File: src/rtl/alu_arbiter.sv
// Round-robin arbiter sharing one combinational ALU between two requesters.
// The grantee's operands are held on the ALU for SETTLE_CYCLES, then the result is captured and acknowledged.
module alu_arbiter #(
  parameter int DATA_WIDTH    = 8,
  parameter int SETTLE_CYCLES = 1   // legal range 1..15
) (
  input  logic                  CLK,
  input  logic                  RESET,
  input  logic                  REQ0,
  input  logic                  REQ1,
  input  logic [2:0]            SEL0,
  input  logic [2:0]            SEL1,
  input  logic [DATA_WIDTH-1:0] A0,
  input  logic [DATA_WIDTH-1:0] B0,
  input  logic [DATA_WIDTH-1:0] A1,
  input  logic [DATA_WIDTH-1:0] B1,
  output logic                  ACK0,
  output logic                  ACK1,
  output logic [DATA_WIDTH-1:0] RES0,
  output logic [DATA_WIDTH-1:0] RES1,
  output logic                  ZERO0,
  output logic                  ZERO1,
  output logic [DATA_WIDTH-1:0] ALU_DATAIN1,
  output logic [DATA_WIDTH-1:0] ALU_DATAIN2,
  output logic [2:0]            ALU_SELECT,
  input  logic [DATA_WIDTH-1:0] ALU_RESULT,
  input  logic                  ALU_ZERO,
  output logic                  BUSY,
  output logic                  OWNER,
  output logic [1:0]            dbg_state
);

  typedef enum logic [1:0] {
    S_IDLE = 2'd0,
    S_HOLD = 2'd1,
    S_DONE = 2'd2
  } state_t;

  localparam logic [3:0] CNT_INIT = 4'(SETTLE_CYCLES - 1);

  state_t                state_q, state_d;
  logic                  last_q, last_d;
  logic                  owner_q, owner_d;
  logic [3:0]            cnt_q, cnt_d;
  logic [2:0]            sel_q, sel_d;
  logic [DATA_WIDTH-1:0] a_q, a_d;
  logic [DATA_WIDTH-1:0] b_q, b_d;
  logic [DATA_WIDTH-1:0] res0_q, res0_d;
  logic [DATA_WIDTH-1:0] res1_q, res1_d;
  logic                  zero0_q, zero0_d;
  logic                  zero1_q, zero1_d;
  logic                  gnt;

  // LAST resets to 1 so requester 0 wins the first tie.
  always_ff @(posedge CLK or posedge RESET) begin
    if (RESET) begin
      state_q <= S_IDLE;
      last_q  <= 1'b1;
      owner_q <= 1'b0;
      cnt_q   <= 4'd0;
      sel_q   <= 3'd0;
      a_q     <= '0;
      b_q     <= '0;
      res0_q  <= '0;
      res1_q  <= '0;
      zero0_q <= 1'b0;
      zero1_q <= 1'b0;
    end else begin
      state_q <= state_d;
      last_q  <= last_d;
      owner_q <= owner_d;
      cnt_q   <= cnt_d;
      sel_q   <= sel_d;
      a_q     <= a_d;
      b_q     <= b_d;
      res0_q  <= res0_d;
      res1_q  <= res1_d;
      zero0_q <= zero0_d;
      zero1_q <= zero1_d;
    end
  end

  // On a tie the requester that was not served last wins.
  assign gnt = (REQ0 && REQ1) ? ~last_q : REQ1;

  always_comb begin
    state_d = state_q;
    last_d  = last_q;
    owner_d = owner_q;
    cnt_d   = cnt_q;
    sel_d   = sel_q;
    a_d     = a_q;
    b_d     = b_q;
    res0_d  = res0_q;
    res1_d  = res1_q;
    zero0_d = zero0_q;
    zero1_d = zero1_q;
    case (state_q)
      S_IDLE: begin
        if (REQ0 || REQ1) begin
          state_d = S_HOLD;
          last_d  = gnt;
          owner_d = gnt;
          cnt_d   = CNT_INIT;
          sel_d   = gnt ? SEL1 : SEL0;
          a_d     = gnt ? A1 : A0;
          b_d     = gnt ? B1 : B0;
        end
      end
      S_HOLD: begin
        if (cnt_q != 4'd0) begin
          cnt_d = cnt_q - 4'd1;
        end else begin
          state_d = S_DONE;
          if (owner_q) begin
            res1_d  = ALU_RESULT;
            zero1_d = ALU_ZERO;
          end else begin
            res0_d  = ALU_RESULT;
            zero0_d = ALU_ZERO;
          end
        end
      end
      S_DONE:  state_d = S_IDLE;
      default: state_d = S_IDLE;
    endcase
  end

  // ACK is decoded from DONE, so a reset during HOLD or DONE suppresses it.
  always_comb begin
    ACK0        = 1'b0;
    ACK1        = 1'b0;
    BUSY        = 1'b0;
    ALU_SELECT  = 3'd0;
    ALU_DATAIN1 = '0;
    ALU_DATAIN2 = '0;
    case (state_q)
      S_HOLD: begin
        BUSY        = 1'b1;
        ALU_SELECT  = sel_q;
        ALU_DATAIN1 = a_q;
        ALU_DATAIN2 = b_q;
      end
      S_DONE: begin
        BUSY = 1'b1;
        ACK0 = ~owner_q;
        ACK1 = owner_q;
      end
      default: ;
    endcase
  end

  assign RES0      = res0_q;
  assign RES1      = res1_q;
  assign ZERO0     = zero0_q;
  assign ZERO1     = zero1_q;
  assign OWNER     = owner_q;
  assign dbg_state = state_q;

endmodule
File: config.mk
export PLATFORM = sky130hd
export DESIGN_NAME = alu_arbiter
export DESIGN_NICKNAME = d
export VERILOG_FILES = /design/src/rtl/alu_arbiter.sv
export SDC_FILE = /design/constraint.sdc
export NUM_CORES = 1
export LEC_CHECK = 0
export ABC_AREA = 0
export CAP_MARGIN = 10
export CORE_AREA = 2 2 76 78
export DETAILED_ROUTE_END_ITERATION = 16
export DIE_AREA = 0 0 78 80
export GPL_ROUTABILITY_DRIVEN = 0
export GPL_TIMING_DRIVEN = 0
export PLACE_DENSITY = 0.76
export SETUP_SLACK_MARGIN = 0.4
export SYNTH_ARGS = -nofsm -noshare
export SYNTH_HDL_FRONTEND = slang
export SYNTH_SLANG_ARGS = --single-unit
File: constraint.sdc
create_clock -name CLK -period 1.9 [get_ports CLK]
set_clock_uncertainty 0.05 [all_clocks]
set_input_delay 0.38 -clock CLK [delete_from_list [all_inputs] [get_ports CLK]]
set_output_delay 0.38 -clock CLK [all_outputs]
set_load 0.01 [all_outputs]
==> flow_metrics.py, run 1 <==
metrics = {
    "worst_setup_path": {
        "crit_buf_inv": 3,
        "crit_cells": 5,
        "slowest_stage": "dfrtp_2",
        "setup.worst_path.end": "ALU_DATAIN2[3]",
        "critical_path_required_ns": 1.47,
        "r2r_slack_ns": 0.06,
        "rr_endpoint": "RES1[4]",
        "crit_path_end_kind": "primary output",
        "slowest_delay_ns": 0.44,
        "cp_data_arrival_time_ns": 1.45,
        "crit_path_start": "dbg_state[0]",
        "crit_chain": "ha_4, buf_8, clkbuf_16, and2_4, buf_6",
        "startpoint_type": "flop",
        "cp_max_fo": 7,
        "reg2reg_from": "dbg_state[1]",
        "reg2regPathDepth": 7,
        "critPathKind": "reg -> out",
        "crit_family": "flip-flops",
    },
    "placed_design": {
        "port_buffers": 93,
        "place_ws_ns": -0.3867,
        "hpwl_um": 3871,
    },
    "global_routing": {
        "grt_usage_pct": 20.33,
        "grt_pass1_wl_um": 9887,
        "grt_antenna_before_repair": 0,
        "grt.overflow.total": 0,
        "grt_max_degree": 25,
        "first_global_vias": 1996,
    },
    "cells_and_area": {
        "nets": 386,
        "fin_util_pct": 74.81,
        "final_common_cell": "clkdlybuf4s50_1",
        "layout-drive-gt1-share_pct": 46.36,
        "final_cell_mix": "clkdlybuf4s50_1, dfrtp_1, buf_6",
        "area.growth.synth_to_final_pct": 82.91,
        "n_antenna_cell": 0,
    },
    "worst_hold_path": {
        "hp-class": "in -> async",
    },
    "sta": {
        "tightestPinTransition_ns": 0.4749,
        "min_period_over_period_pct": 98.70,
        "timing.final.ws_setup_ns": 0.02464,
        "tns_ns": 0,
        "fmax_mhz": 533.2,
        "hold_viol": 0,
        "maxSlewHeadroom_pct": 68.30,
        "min_period_ns": 1.875,
        "rsz0062_at_grt": "true",
        "slew_violations": 0,
        "finalSetupViolCount": 0,
    },
    "synth": {
        "synth_edf_count": 0,
        "synth_seq_cells": 45,
        "avgSynthCellArea_um2": 11.11,
        "async_reset_ff_share_pct": 100.0,
        "syn-num-nets": 256,
        "synthCells": 199,
        "synth-seq-area-share_pct": 50.99,
        "yosysUniqueCellTypes": 32,
        "netlist_area_um2": 2211,
        "synth-main-ff-cell": "dfrtp_1",
        "yosysWarnings": 0,
    },
    "power_and_ir_drop": {
        "power.density_nw_per_um2": 1648,
        "seqPwrFrac_pct": 26.1,
        "p_sw_share_pct": 35.63,
        "p_leak_nw": 1.928,
        "power.share.clock_pct": 13.3,
        "pwr-share-comb_pct": 60.5,
        "p_switching_mw": 2.375,
        "p_int_mw": 4.291,
        "vdd.ir_drop.worst_mv": 0.7850,
    },
    "clock_tree": {
        "cts_hold_buf": 0,
        "numCtsBuffers": 5,
        "clock_path_buffers": 2,
        "cts.reportedPaths.clkPinSlew_ns": 0.09,
        "clock_latency_ns": 0.30,
        "cts_tree": "built",
        "cts-root-buf": "clkbuf_8",
        "cts_max_level": 2,
        "cts.sinks": 45,
    },
    "job": {
        "drv_cap": 0,
    },
    "floorplan": {
        "die_w_um": 78,
        "die-area_um2": 6240,
        "start_util_pct": 40.90,
        "core_area_um2": 5405,
        "num_rows": 27,
        "die_y_um": 80,
        "io_pins": 94,
    },
    "routing": {
        "drt_iter0_markers": 76,
        "first_pass_iters": 4,
        "routed_wl_um": 6624,
        "via_count": 2049,
        "drt-vias-per-instance": 5.097,
        "drc_errors": 0,
        "wl_per_cell_um": 16.48,
        "postRouteAntennaNets": 0,
    },
    "run_status": {
        "status": "finished, final reports clean",
    },
}
-- synth_stat cells, types with 2 or more instances --
cell type | n | area share (%)
mux2i_1 | 19 | 8.6
a21oi_1 | 4 | 0.91
clkbuf_1 | 5 | 0.85
o21ai_0 | 25 | 5.7
buf_2 | 3 | 0.68
ha_1 | 6 | 3.4
nor2b_1 | 2 | 0.57
o211ai_1 | 2 | 0.68
and2_1 | 20 | 5.7
mux2_2 | 19 | 9.7
nor3b_1 | 2 | 0.68
inv_1 | 6 | 1.0
dfrtp_1 | 44 | 50
nand4_1 | 2 | 0.57
nand3_1 | 2 | 0.45
nand2_1 | 22 | 3.7
-- cell type report --
| class | instances | area [um2] |
|---|---|---|
| fillers | 397 | 1361 |
| repair buffers | 122 | 1212 |
| multi-input cells | 139 | 1318 |
| inverters | 7 | 33.78 |
| clock buffers | 5 | 68.82 |
| well taps | 72 | 90.09 |
| clock inverters | 3 | 68.82 |
| plain buffers | 9 | 122.6 |
| flip-flops and latches | 45 | 1130 |
-- flip-flops by register name (all words and copies together) (netlist names) --
register   cells
ZERO1          1
b_q            8
a_q            8
dbg_state      2
last_q         1
OWNER          1
RES0           8
ZERO0          1
sel_q          3
cnt_q          4
RES1           8
-- worst min-delay path by stage --
stage            from  endpoint  slack [ns]  depth (start not counted)
5_1_grt         RESET   RES0[4]        0.41                          2
6_report        RESET   RES0[0]        0.36                          2
4_1_cts         RESET   RES0[3]        0.39                          2
3_5_place_dp   a_q[5]    a_q[5]        0.41                          2
2_1_floorplan  a_q[0]    a_q[0]        0.39                          2
3_3_place_gp   b_q[6]    b_q[6]        0.40                          2
-- per-layer routing --
| metal | part of all wire [%] | routed length [um] | GRT usage [%] |
|---|---|---|---|
| met4 | 1.3 | 83 | 5.263 |
| met3 | 5.7 | 376 | 4.638 |
| met2 | 53 | 3522 | 35.95 |
| met1 | 40 | 2641 | 25.07 |
| met5 | 0 | 0 | 0 |
-- logic make-up after synthesis --
logic type / Yosys count / share of synthesized area [%]
compound gates: 34 / 8.376
fa+ha+maj: 6 / 3.395
buf+inv: 16 / 3.225
flops: 45 / 50.99
mux: 38 / 18.28
simple gates: 60 / 15.73
-- what timing repair did --
| item | 4_1_cts | 5_1_grt |
|---|---|---|
| pin swaps | 14 | 14 |
| endpoints found under the setup margin | 87 | 67 |
| gates cloned | 3 | 3 |
| setup buffers | 18 | 5 |
| resized for setup | 167 | 95 |
-- power groups by stage --
stage | registers [mW] | logic, mW | clock network (mW)
finish | 1.74 | 4.03 | 0.890
global route | 1.81 | 4.33 | 0.933
CTS | 1.70 | 3.20 | 0.888
detailed placement | 1.75 | 2.71 | 0
global placement | 1.71 | 2.66 | 0
floorplan | 1.80 | 1.40 | 0
-- per-stage QoR --
| stage | total power [mW] | cells | hold slack (ns) | cell area (um2) |
|---|---|---|---|---|
| after detailed placement | 4.469 | 365 | 0.4135 | 3312 |
| final | 6.666 | 402 | 0.3611 | 4044 |
| after global routing | 7.069 | 402 | 0.4084 | 4044 |
| after CTS | 5.787 | 394 | 0.3854 | 3677 |
| after global placement | 4.377 | 364 | 0.4023 | 3292 |
| after floorplan | 3.197 | 199 | 0.3918 | 2271 |
Note: power is estimated with default switching activity, not from simulation.
==> inputs of run 2 (changes only) <==
--- a/config.mk
+++ b/config.mk
@@ -12,8 +12,9 @@
 export DIE_AREA = 0 0 78 80
 export GPL_ROUTABILITY_DRIVEN = 0
 export GPL_TIMING_DRIVEN = 0
-export PLACE_DENSITY = 0.76
+export PLACE_DENSITY = 0.75
 export SETUP_SLACK_MARGIN = 0.4
 export SYNTH_ARGS = -nofsm -noshare
 export SYNTH_HDL_FRONTEND = slang
 export SYNTH_SLANG_ARGS = --single-unit
+export TNS_END_PERCENT = 5
==> constraint.sdc (replaced) <==
create_clock -name CLK -period 1.9 [get_ports CLK]
set_clock_uncertainty 0.05 [all_clocks]
set_input_delay 0.19 -clock CLK [delete_from_list [all_inputs] [get_ports CLK]]
set_output_delay 0.19 -clock CLK [all_outputs]
set_load 0.01 [all_outputs]
==> run 2 against run 1 <==
Setup slack better by 0.15 ns; largest power group unchanged; fmax rose by 8.9%; worst hold slack lost 0.21 ns; die area did not move; global-route usage decreased by 1.6 points; routed wire length down 10%; sequential share of layout area grew 2.4 points; cell area fell by 8.1%; combinational power is 17% lower; sequential power hardly changed; via count is 4.8% lower; critical endpoint is now dbg_state[0].
==> flow_metrics.py, run 2 (same netlist as run 1, synthesis figures left out) <==
metrics = {
    "run_status": {
        "status": "finished, final reports clean",
    },
    "routing": {
        "wl_per_cell_um": 15.01,
        "first_pass_iters": 4,
        "drt-vias-per-instance": 4.924,
        "drc_errors": 0,
        "routed_wl_um": 5943,
        "via_count": 1950,
        "postRouteAntennaNets": 0,
        "drt_iter0_markers": 82,
    },
    "floorplan": {
        "die_w_um": 78,
        "die-area_um2": 6240,
        "start_util_pct": 40.90,
        "die_y_um": 80,
        "io_pins": 94,
        "core_area_um2": 5405,
        "num_rows": 27,
    },
    "clock_tree": {
        "cts_tree": "built",
        "cts.sinks": 45,
        "cts.reportedPaths.clkPinSlew_ns": 0.09,
        "clock_path_buffers": 2,
        "clock_latency_ns": 0.30,
        "cts_max_level": 2,
        "cts_hold_buf": 0,
        "cts-root-buf": "clkbuf_8",
        "numCtsBuffers": 5,
    },
    "cells_and_area": {
        "n_antenna_cell": 0,
        "nets": 380,
        "final_common_cell": "clkdlybuf4s50_1",
        "fill_cells": 434,
        "layout-drive-gt1-share_pct": 33.02,
        "fin_util_pct": 68.73,
        "area.growth.synth_to_final_pct": 68.02,
        "final_cell_mix": "clkdlybuf4s50_1, dfrtp_1, nand2_1, o21ai_0, buf_4",
        "fin_area_um2": 3715,
    },
    "placed_design": {
        "port_buffers": 93,
        "placed_area_um2": 3254,
        "hpwl_um": 3637,
    },
    "worst_setup_path": {
        "critical_path_required_ns": 2.04,
        "reg2reg_from": "cnt_q[1]",
        "r2r_slack_ns": 0.18,
        "cp_data_arrival_time_ns": 1.87,
        "startpoint_type": "flop",
        "reg2regPathDepth": 5,
        "crit_path_end_kind": "flop",
        "critPathKind": "reg -> reg",
        "setup.worst_path.end": "dbg_state[0]",
        "rr_endpoint": "dbg_state[0]",
        "crit_path_start": "cnt_q[1]",
        "cp_max_fo": 5,
    },
    "sta": {
        "finalSetupViolCount": 0,
        "hold_viol": 0,
        "maxSlewHeadroom_pct": 68.00,
        "min_period_over_period_pct": 90.63,
        "fmax_mhz": 580.7,
        "rsz0062_at_grt": "true",
        "slew_violations": 0,
        "tightestPinTransition_ns": 0.4790,
        "min_period_ns": 1.722,
    },
    "job": {
        "drv_cap": 0,
    },
    "global_routing": {
        "first_global_vias": 1932,
        "grt_pass1_wl_um": 9066,
        "grt_max_degree": 26,
        "grt_usage_pct": 18.73,
        "grt.overflow.total": 0,
        "grt_antenna_before_repair": 0,
    },
    "power_and_ir_drop": {
        "power.density_nw_per_um2": 1571,
        "vdd.ir_drop.worst_mv": 0.6293,
        "p_leak_nw": 1.732,
        "finalPower_mw": 5.835,
    },
    "worst_hold_path": {
        "hp-class": "in -> async",
    },
}
## run 2: timing repair
item,4_1_cts,5_1_grt
setup buffers,10,10
resized for setup,123,28
pin swaps,7,5
gates cloned,2,1
setup endpoints to repair,69,72
## run 2: power by group
part	internal, mW	leakage, nW	switching (mW)	total (mW)
Sequential	1.44	0.544	0.305	1.74
Clock	0.394	0.0543	0.348	0.741
Combinational	1.96	1.13	1.39	3.35
Total	3.79	1.73	2.05	5.83
## run 2: how the worst min path moves through the flow
| stage | depth (start not counted) | slack, ns | startpoint | to |
|---|---|---|---|---|
| after floorplan | 1 | 0.21 | REQ0 | last_q |
| after global placement | 2 | 0.40 | b_q[3] | b_q[3] |
| after detailed placement | 2 | 0.41 | b_q[6] | b_q[6] |
| after CTS | 2 | 0.16 | RESET | RES1[5] |
| after global routing | 2 | 0.19 | RESET | ZERO1 |
| final | 2 | 0.15 | RESET | RES0[5] |
## run 2: critical path, cell delays in order (launching register included)
cell,delay [ns]
dfrtp_1,0.41
inv_2,0.09
ha_4,0.17
or3b_4,0.40
a21oi_2,0.14
mux2_2,0.34
## run 2: layout make-up
class | instances | area [um2] | area share, %
repair buffers | 116 | 1085 | 29.20
multi-input cells | 139 | 1166 | 31.39
well taps | 72 | 90.09 | 2.425
clock inverters | 3 | 46.29 | 1.246
clock buffers | 5 | 68.82 | 1.852
flip-flops and latches | 45 | 1129 | 30.38
plain buffers | 9 | 101.3 | 2.728
inverters | 7 | 28.78 | 0.7747
## run 2: per-stage QoR
step	cells	hold WS, ns	setup TNS [ns]	setup slack, ns
2_1_floorplan	199	0.2100	0	0.1371
3_3_place_gp	364	0.4018	-18.20	-0.3159
3_5_place_dp	365	0.4122	-4.703	-0.2416
4_1_cts	385	0.1611	0	0.1808
5_1_grt	396	0.1948	0	0.1424
6_report	396	0.1539	0	0.1780
## run 2: layer usage
layer	vias to the layer above	GRT usage [%]	routed length, um
li1	940	-	-
met1	933	23.17	2390
met2	70	32.33	3142
met3	7	4.751	345
met4	0	5.614	64
met5	-	0	0
